--- src/rtl/alu_mdu.sv ---
// Integer ALU with RISC-V M extension: single-cycle base ops, iterative shift-add multiply
// and restoring divide behind a valid/ready handshake.
module alu_mdu #(
    parameter int unsigned XLEN = 32
) (
    input  logic            clk,
    input  logic            rst_n,
    input  logic            in_valid,
    output logic            in_ready,
    input  logic [6:0]      funct7,
    input  logic [2:0]      funct3,
    input  logic [XLEN-1:0] rs1,
    input  logic [XLEN-1:0] rs2,
    output logic            out_valid,
    input  logic            out_ready,
    output logic [XLEN-1:0] rd,
    output logic            eq,
    output logic            illegal
);
    localparam int unsigned SHW = $clog2(XLEN);
    localparam int unsigned PW  = 2 * XLEN;
    localparam logic [XLEN-1:0] SMIN = {1'b1, {(XLEN-1){1'b0}}};

    typedef enum logic [1:0] {IDLE, MUL, DIV} state_t;

    state_t          state, state_n;
    logic [SHW-1:0]  cnt, cnt_n;
    logic [2:0]      op, op_n;
    logic            neg_a, neg_a_n;     // negate product / quotient
    logic            neg_b, neg_b_n;     // negate remainder
    logic            eq_p, eq_p_n;
    logic [XLEN-1:0] opb, opb_n;         // multiplicand or divisor magnitude
    logic [PW-1:0]   prod, prod_n;       // {hi, lo} product, or {remainder, quotient}
    logic            out_valid_n, eq_n, illegal_n;
    logic [XLEN-1:0] rd_n;

    logic            accept, is_m, s1, s2, sgn1, sgn2, base_ill, dge;
    logic [SHW-1:0]  shamt;
    logic [XLEN-1:0] mag1, mag2, base_res, rem_s, quo_s, qfix, rfix;
    logic [XLEN:0]   msum, dsh, ddiff;
    logic [PW-1:0]   pstep, pfix;

    assign in_ready = (state == IDLE) && (!out_valid || out_ready);
    assign accept   = in_valid && in_ready;
    assign is_m     = (funct7 == 7'b0000001);
    assign shamt    = rs2[SHW-1:0];

    // Operand signedness and magnitudes for the M-extension ops
    always_comb begin
        if (funct3[2]) begin
            s1 = !funct3[0];
            s2 = !funct3[0];
        end else begin
            s1 = (funct3 == 3'b001) || (funct3 == 3'b010);
            s2 = (funct3 == 3'b001);
        end
        sgn1 = s1 && rs1[XLEN-1];
        sgn2 = s2 && rs2[XLEN-1];
        mag1 = sgn1 ? (~rs1 + XLEN'(1)) : rs1;
        mag2 = sgn2 ? (~rs2 + XLEN'(1)) : rs2;
    end

    // Single-cycle base operations
    always_comb begin
        base_res = '0;
        base_ill = 1'b0;
        case (funct7)
            7'b0000000: begin
                case (funct3)
                    3'b000:  base_res = rs1 + rs2;
                    3'b001:  base_res = rs1 << shamt;
                    3'b010:  base_res = XLEN'($signed(rs1) < $signed(rs2));
                    3'b011:  base_res = XLEN'(rs1 < rs2);
                    3'b100:  base_res = rs1 ^ rs2;
                    3'b101:  base_res = rs1 >> shamt;
                    3'b110:  base_res = rs1 | rs2;
                    default: base_res = rs1 & rs2;
                endcase
            end
            7'b0100000: begin
                case (funct3)
                    3'b000:  base_res = rs1 - rs2;
                    3'b101:  base_res = XLEN'($signed(rs1) >>> shamt);
                    default: base_ill = 1'b1;
                endcase
            end
            default: base_ill = 1'b1;
        endcase
    end

    // One multiply step (add-then-shift) and one restoring-divide step
    always_comb begin
        msum  = {1'b0, prod[PW-1:XLEN]} + {1'b0, opb};
        pstep = prod[0] ? {msum, prod[XLEN-1:1]} : {1'b0, prod[PW-1:1]};
        pfix  = neg_a ? (~pstep + PW'(1)) : pstep;
        dsh   = prod[PW-1:XLEN-1];
        ddiff = dsh - {1'b0, opb};
        dge   = !ddiff[XLEN];
        rem_s = dge ? ddiff[XLEN-1:0] : dsh[XLEN-1:0];
        quo_s = {prod[XLEN-2:0], dge};
        qfix  = neg_a ? (~quo_s + XLEN'(1)) : quo_s;
        rfix  = neg_b ? (~rem_s + XLEN'(1)) : rem_s;
    end

    // Next-state and registered-output logic
    always_comb begin
        state_n     = state;
        cnt_n       = cnt;
        op_n        = op;
        neg_a_n     = neg_a;
        neg_b_n     = neg_b;
        eq_p_n      = eq_p;
        opb_n       = opb;
        prod_n      = prod;
        out_valid_n = out_valid && !out_ready;
        rd_n        = rd;
        eq_n        = eq;
        illegal_n   = illegal;
        case (state)
            IDLE: begin
                if (accept) begin
                    if (!is_m) begin
                        rd_n        = base_ill ? '0 : base_res;
                        eq_n        = (rs1 == rs2);
                        illegal_n   = base_ill;
                        out_valid_n = 1'b1;
                    end else if (!funct3[2]) begin
                        state_n = MUL;
                        cnt_n   = '0;
                        op_n    = funct3;
                        neg_a_n = sgn1 ^ sgn2;
                        opb_n   = mag1;
                        prod_n  = {XLEN'(0), mag2};
                        eq_p_n  = (rs1 == rs2);
                    end else if (rs2 == '0) begin
                        rd_n        = funct3[1] ? rs1 : '1;
                        eq_n        = (rs1 == rs2);
                        illegal_n   = 1'b0;
                        out_valid_n = 1'b1;
                    end else if (!funct3[0] && (rs1 == SMIN) && (rs2 == '1)) begin
                        rd_n        = funct3[1] ? '0 : rs1;
                        eq_n        = 1'b0;
                        illegal_n   = 1'b0;
                        out_valid_n = 1'b1;
                    end else begin
                        state_n = DIV;
                        cnt_n   = '0;
                        op_n    = funct3;
                        neg_a_n = sgn1 ^ sgn2;
                        neg_b_n = sgn1;
                        opb_n   = mag2;
                        prod_n  = {XLEN'(0), mag1};
                        eq_p_n  = (rs1 == rs2);
                    end
                end
            end
            MUL: begin
                prod_n = pstep;
                cnt_n  = cnt + SHW'(1);
                if (cnt == SHW'(XLEN - 1)) begin
                    state_n     = IDLE;
                    out_valid_n = 1'b1;
                    rd_n        = (op == 3'b000) ? pfix[XLEN-1:0] : pfix[PW-1:XLEN];
                    eq_n        = eq_p;
                    illegal_n   = 1'b0;
                end
            end
            DIV: begin
                prod_n = {rem_s, quo_s};
                cnt_n  = cnt + SHW'(1);
                if (cnt == SHW'(XLEN - 1)) begin
                    state_n     = IDLE;
                    out_valid_n = 1'b1;
                    rd_n        = op[1] ? rfix : qfix;
                    eq_n        = eq_p;
                    illegal_n   = 1'b0;
                end
            end
            default: state_n = IDLE;
        endcase
    end

    always_ff @(posedge clk) begin
        if (!rst_n) begin
            state     <= IDLE;
            cnt       <= '0;
            op        <= '0;
            neg_a     <= 1'b0;
            neg_b     <= 1'b0;
            eq_p      <= 1'b0;
            opb       <= '0;
            prod      <= '0;
            out_valid <= 1'b0;
            rd        <= '0;
            eq        <= 1'b0;
            illegal   <= 1'b0;
        end else begin
            state     <= state_n;
            cnt       <= cnt_n;
            op        <= op_n;
            neg_a     <= neg_a_n;
            neg_b     <= neg_b_n;
            eq_p      <= eq_p_n;
            opb       <= opb_n;
            prod      <= prod_n;
            out_valid <= out_valid_n;
            rd        <= rd_n;
            eq        <= eq_n;
            illegal   <= illegal_n;
        end
    end
endmodule

--- config.mk ---
export PLATFORM = sky130hd
export DESIGN_NAME = alu_mdu
export DESIGN_NICKNAME = d
export VERILOG_FILES = /design/src/rtl/alu_mdu.sv
export SDC_FILE = /design/constraint.sdc
export NUM_CORES = 1
export LEC_CHECK = 0
export ABC_AREA = 1
export CORE_UTILIZATION = 29
export CTS_CLUSTER_SIZE = 16
export DETAILED_ROUTE_END_ITERATION = 6
export MAX_ROUTING_LAYER = met4
export PLACE_DENSITY = 0.55
export SYNTH_ARGS = -nofsm -noshare
export SYNTH_HDL_FRONTEND = slang
export SYNTH_SLANG_ARGS = --single-unit
--- constraint.sdc ---
create_clock -name clk -period 4.4 [get_ports clk]
set_clock_uncertainty 0.05 [all_clocks]
set_input_delay 1.32 -clock clk [delete_from_list [all_inputs] [get_ports clk]]
set_output_delay 1.32 -clock clk [all_outputs]
set_load 0.02 [all_outputs]
; ---- Yosys cells after proc, flatten, opt, wreduce, memory -nomap -nowiden
; Cells that the tools add are included.
[totals]
regBits = 144
inputBits = 78
output_inout_bits = 36
wordCells = 170
[op_classes]
addsub = 10
magnitude_cmp = 2
n_eq_ne = 25
shifts = 3
muxes = 78
n_bitwise = 11
n_reduce_logical = 29
[op_table]
columns = op, count
row1 = 32-bit 2-to-1 mux, 20
row2 = 64-bit 2-to-1 mux, 7
row3 = 32-bit case mux with 7 select lines, 1
row4 = 64-bit case mux with 3 select lines, 1
row5 = 32-bit by 1-bit adder with 32-bit output (second input constant), 4
row6 = 32-bit inverter, 4
row7 = 32-bit case mux with 2 select lines, 2
row8 = 32-bit case mux with 3 select lines, 1
row9 = 64-bit by 1-bit adder with 64-bit output (second input constant), 1
row10 = 32-bit == test (second input constant), 2
row11 = 32-bit less-than comparator, 2
row12 = 64-bit inverter, 1
row13 = 32-bit by 32-bit adder with 33-bit output, 1
row14 = 33-bit by 32-bit subtractor with 33-bit output, 1
row15 = 32-bit adder, 1
row16 = 32-bit AND, 1
row17 = 32-bit == test, 1
row18 = 32-bit zero test, 1
row19 = 32-bit OR, 1
row20 = 32-bit by 5-bit << shifter with 32-bit output, 1
row21 = 32-bit by 5-bit >> shifter with 32-bit output, 1
row22 = 32-bit by 5-bit >>> shifter with 32-bit output, 1
row23 = 32-bit subtractor, 1
row24 = 32-bit XOR, 1
row25 = other kinds (33), 100

; ---- Depth between registers and ports, before layout
[logic_depth]
ltp_word = 11
mapped_depth = 31
mapped_depth_nobuf = 29

; ---- Worst setup path before layout
; Ideal clock, no wire load.
[synth_path]
kind = input -> register
from = input rs2[1]
to = register rd[4]
setup_time_ns = 0.070
t_arrival_ns = 4.633
required_ns = 4.280
setup_slack_ns = -0.353
cell_stages = 22
path_buffers = 6
cell_sequence = clkbuf_1 -> inv_1 -> clkbuf_1 -> clkbuf_1 -> buf_1 -> ha_1 -> nand4_1 -> nor3_2 -> nand2_1 -> nor2_2 -> nand3b_1 -> nor2_2 -> inv_1 -> nor2_1 -> inv_2 -> nand4_1 -> nand2_1 -> nor4_4 -> buf_4 -> buf_4 -> o211ai_1 -> a21oi_1
[synth_between]
elab_chain_cells = 7
elab_cells_between_ends = 19
classes_between = 2 x add/sub / 2 x eq/ne / 3 x shift / 9 x mux / 3 x reduce/logical
[synth_lines]
columns = item, line_no
row1 = "start, declared", 13  ; input logic [XLEN-1:0] rs2,
row2 = "32-bit adder, or another cell as far along", 70  ; 3'b000: base_res = rs1 + rs2;
row3 = 32-bit case mux with 7 select lines or 32-bit case mux with 2 select lines (tied branches), "69, 81"
row4 = 32-bit case mux with 2 select lines, 67  ; case (funct7)
row5 = 32-bit 2-to-1 mux, 123  ; rd_n = base_ill ? '0 : base_res;
row6 = 32-bit 2-to-1 mux, 122  ; if (!is_m) begin
row7 = 32-bit 2-to-1 mux, 121  ; if (accept) begin
row8 = 32-bit case mux with 3 select lines, 119  ; case (state)
row9 = "end signal, assigned", 207  ; rd <= rd_n;
row10 = "end, declared", 16  ; output logic [XLEN-1:0] rd,
; Parallel ways exist; a longest one is shown, timed or not. The select of a mux whose other input is x is not followed.
; A chain may end at the register's enable or synchronous reset.

; ---- Worst setup path after layout
[layout_path]
from = input rs1[4]
to = register rd[7]
[layout_between]
elab_chain_cells = 7
elab_cells_between_ends = 17
classes_between = 2 x add/sub / 2 x eq/ne / 3 x shift / 7 x mux / 3 x reduce/logical
[layout_lines]
columns = item, line_no
row1 = "start, declared", 12  ; input logic [XLEN-1:0] rs1,
row2 = "32-bit adder, or another cell as far along", 70
row3 = 32-bit case mux with 7 select lines or 32-bit case mux with 2 select lines (tied branches), "69, 81"
row4 = 32-bit case mux with 2 select lines, 67
row5 = 32-bit 2-to-1 mux, 123
row6 = 32-bit 2-to-1 mux, 122
row7 = 32-bit 2-to-1 mux, 121
row8 = 32-bit case mux with 3 select lines, 119
; Parallel ways exist; a longest one is shown, timed or not. The select of a mux whose other input is x is not followed.

==> results.yml <==
synthesis:
  yosys.area.top_type_share: 0.208
  netlist_top_cells_count: "nand2_1, inv_1, a21oi_1"
  synth_cell_types: 72
  synthArstFlopShare: 0
  synth.ff_latch_count: 144
  synthCells: 5314
  yosys_warnings: 0
  synth_fa_ha_area_frac: 0.0828
  syn_area_sq_um: 28200
  synth-xor-area-share: 0.0267
  synthFlopType: "dfxtp_1"
  seq_area_frac_synth: 0.102
  synth_compound_area_frac: 0.256
  syn_nets: 5576
  synth_area_per_cell_sq_um: 5.30
  synthMuxAreaShare: 0.00568
  synth_simple_gate_area_frac: 0.398
  synth_edf_count: 0
  synth_top_area_cell: "nand2_1"
  synth_area_leaders: "nand2_1, dfxtp_1, inv_1, a21oi_1, ha_1"
  yosysMostFrequentCell: "nand2_1"
  synth_top_family_by_area: "simple AND/OR/NAND/NOR gates"
power:
  power_density_nw_per_um2: 180
  power.total_mw: 6.96
  power.leakage_nw: 19.2
  vdd.ir_drop.worst_uv: 314
  p_comb_frac: 0.574
  pwr-share-clk: 0.230
  p_sw_mw: 3.30
  seqPwrFrac: 0.196
  switching_share: 0.474
  internal-power_mw: 3.66
detailed_routing:
  vias: 40600
  drt_first_iter_violations: 4190
  wl_met3_um: 13100
  wl_per_cell_um: 25.9
  antenna_left: 0
  wl_met2_um: 86600
  drc: 0
  wl_um: 193000
  highest_layer: "met4"
  vias_per_cell: 5.44
  dr.pass1.iters: 6
  drt-met1-wl_um: 73700
global_routing:
  first_global_vias: 38900
  track_usage: 0.395
  grt_pass1_wl_um: 273000
  antenna_found_initial: 2
  grt_max_degree: 76
  grt-ovfl-total: 0
sta:
  rsz0062_at_grt: "true"
  worstMarginPinSlew_ns: 1.40
  hold_viol: 0
  fmax_ghz: 0.226
  setup_viol: 1
  setup_ws_ns: -0.0164
  period_minus_slack_ns: 4.42
  slew_violations: 0
  maxSlewHeadroom: 0.0589
  fin_crit_sh: 1.00
  whs_ns: 0.422
final_layout:
  multiInputGateArea_sq_um: 21900
  fill_cells: 10800
  synthToLayoutAreaGrowth_pct: 36.9
  final_layout_size_suffix_gt1_frac: 0.192
  seq_area_sq_um: 2880
  fin_util: 0.404
  final_nets: 6441
setup_path:
  critPathKind: "in -> reg"
  critPathCaptureType: "flop"
  startpoint_type: "input pin"
  crit_fanout: 5
  crit_chain: "clkdlybuf4s50_1 -> inv_1 -> ha_2 -> buf_4 -> nand2_1 -> o21a_1 -> o21ai_2 -> buf_6 -> inv_1 -> buf_4 -> nand2_1 -> a21oi_1 -> a211oi_1 -> o211ai_1 -> o211ai_1 -> nand3_2 -> nand3_1 -> buf_4 -> a21oi_1"
  cp_data_arrival_time_ns: 4.75
  cp.required_ns: 4.74
  max_stage_delay_ns: 0.61
  crit_path_frequent_cell: "buf_4"
  cp_slowest_cell: "clkdlybuf4s50_1"
floorplan:
  initial_core_util: 0.295
  io_pins: 114
  coreArea_sq_um: 95600
  die_y_um: 314
  die_width_um: 314
  die-area_sq_um: 98400
  rows: 113
hold_path:
  hold_class: "reg -> reg"
cts:
  ctsHtreeMaxLevel: 4
  clkTransAtPathRegs_ns: 0.08
  cts-root-buf: "clkbuf_16"
  worstSkewPairLatency_ns: 0.52
  hold_buffers: 0
  numCtsBuffers: 17
  cts_buffer_depth: 2
  clock-sinks: 144
  cts_tree: "yes"
placed_design:
  place.detailed.hpwl_um: 163000
  io_buffers: 113
  gp_congestion: 1.16
  dp_slack_ns: -0.732
run_status:
  failed_checks: "setup timing"
  status: "finished with violations"
flow_run:
  drv_cap: 0
[per-stage QoR]
stage / instance area [sq um] / TNS, ns / cells
after floorplan: 28200 / 0 / 5314
after global placement: 37700 / -49.63 / 7419
after detailed placement: 37700 / -57.84 / 7419
after CTS: 38300 / 0 / 7451
after global routing: 38600 / -0.247 / 7457
final: 38600 / -0.0164 / 7458
[kinds of logic (layout without fill, tap and decap cells)]
logic type               after synthesis  count (layout)
AO/OA/AOI/OAI                       1273            1273
XOR/XNOR                              86              86
adder cells (fa/ha/maj)              184             184
buffers and inverters                940            1818
flip-flops                           144             144
multiplexers                          16              16
other                                  0               1
AND/OR/NAND/NOR                     2671            2671
[state kept, by name (all words and copies together) (netlist names)]
name and flops:
eq_p 1, op 3, state 2, rd 32, out_valid 1, illegal 1
eq 1, prod 64, opb 32, cnt 5, neg_b 1, neg_a 1
[layer usage]
layer / track usage / vias to the layer above
met1: 0.444 / 18800
met5: - / -
met3: 0.0479 / 571
met4: 0.324 / 0
met2: 0.628 / 1920
li1: - / 19300
[power groups by stage]
stage / clock network, mW / registers [mW] / logic [mW]
after floorplan: 0 / 1.40 / 1.62
after detailed placement: 0 / 1.39 / 3.82
final: 1.60 / 1.37 / 3.99
after global placement: 0 / 1.39 / 3.84
after CTS: 1.60 / 1.36 / 3.84
after global routing: 1.65 / 1.36 / 4.19
[what timing repair did]
item,in CTS,in global routing
buffers inserted,0,6
pin swaps,2,9
endpoints found under the setup margin,25,78
gates resized for setup,13,64
[path summary, 6_finish.rpt]
| path | start | end | slack, ns | cells after the start |
|---|---|---|---|---|
| max | rs1[4] | rd[7] | -0.02 | 19 |
| min | cnt[4] | cnt[4] | 0.42 | 2 |
| max reg2reg | opb[26] | rd[29] | 0.16 | 25 |
| min reg2reg | cnt[4] | cnt[4] | 0.42 | 2 |
[layout by cell type, fill, tap and decap left out, types with 17 or more instances in the layout]
| master | count |
|---|---|
| ha_1 | 173 |
| nor3_1 | 60 |
| nor4_1 | 20 |
| a31oi_1 | 49 |
| inv_1 | 651 |
| clkdlybuf4s50_1 | 104 |
| buf_12 | 38 |
| o221ai_1 | 19 |
| nand3b_1 | 20 |
| buf_4 | 954 |
| or2_2 | 19 |
| o2111ai_1 | 20 |
| nand2_1 | 1547 |
| o21bai_1 | 18 |
| nand4_1 | 74 |
| clkbuf_16 | 17 |
| nor2_2 | 17 |
| xor2_1 | 79 |
| dfxtp_1 | 143 |
| o211ai_1 | 75 |
| nand2_2 | 36 |
| o21ai_0 | 407 |
| o21ai_1 | 23 |
| inv_2 | 18 |
| nor2_1 | 474 |
| nand3_1 | 364 |
| a21oi_1 | 477 |
| o22ai_1 | 78 |
[critical path, delay by kind of cell]
family	cells	cell delay, ns
compound gates	7	1.07
buf+inv	7	1.37
fa+ha+maj	1	0.39
simple gates	4	0.58
[layout make-up]
cell class	instances	share of cell area
multi-input combinational	4230	0.568
timing repair buffer	1106	0.235
sequential	144	0.0748
inverter	680	0.0663
tap	1265	0.0410
clock buffer	17	0.0110
clock inverter	15	0.00438
antenna	1	0.0000649
Power figures use the tool's default switching activity.
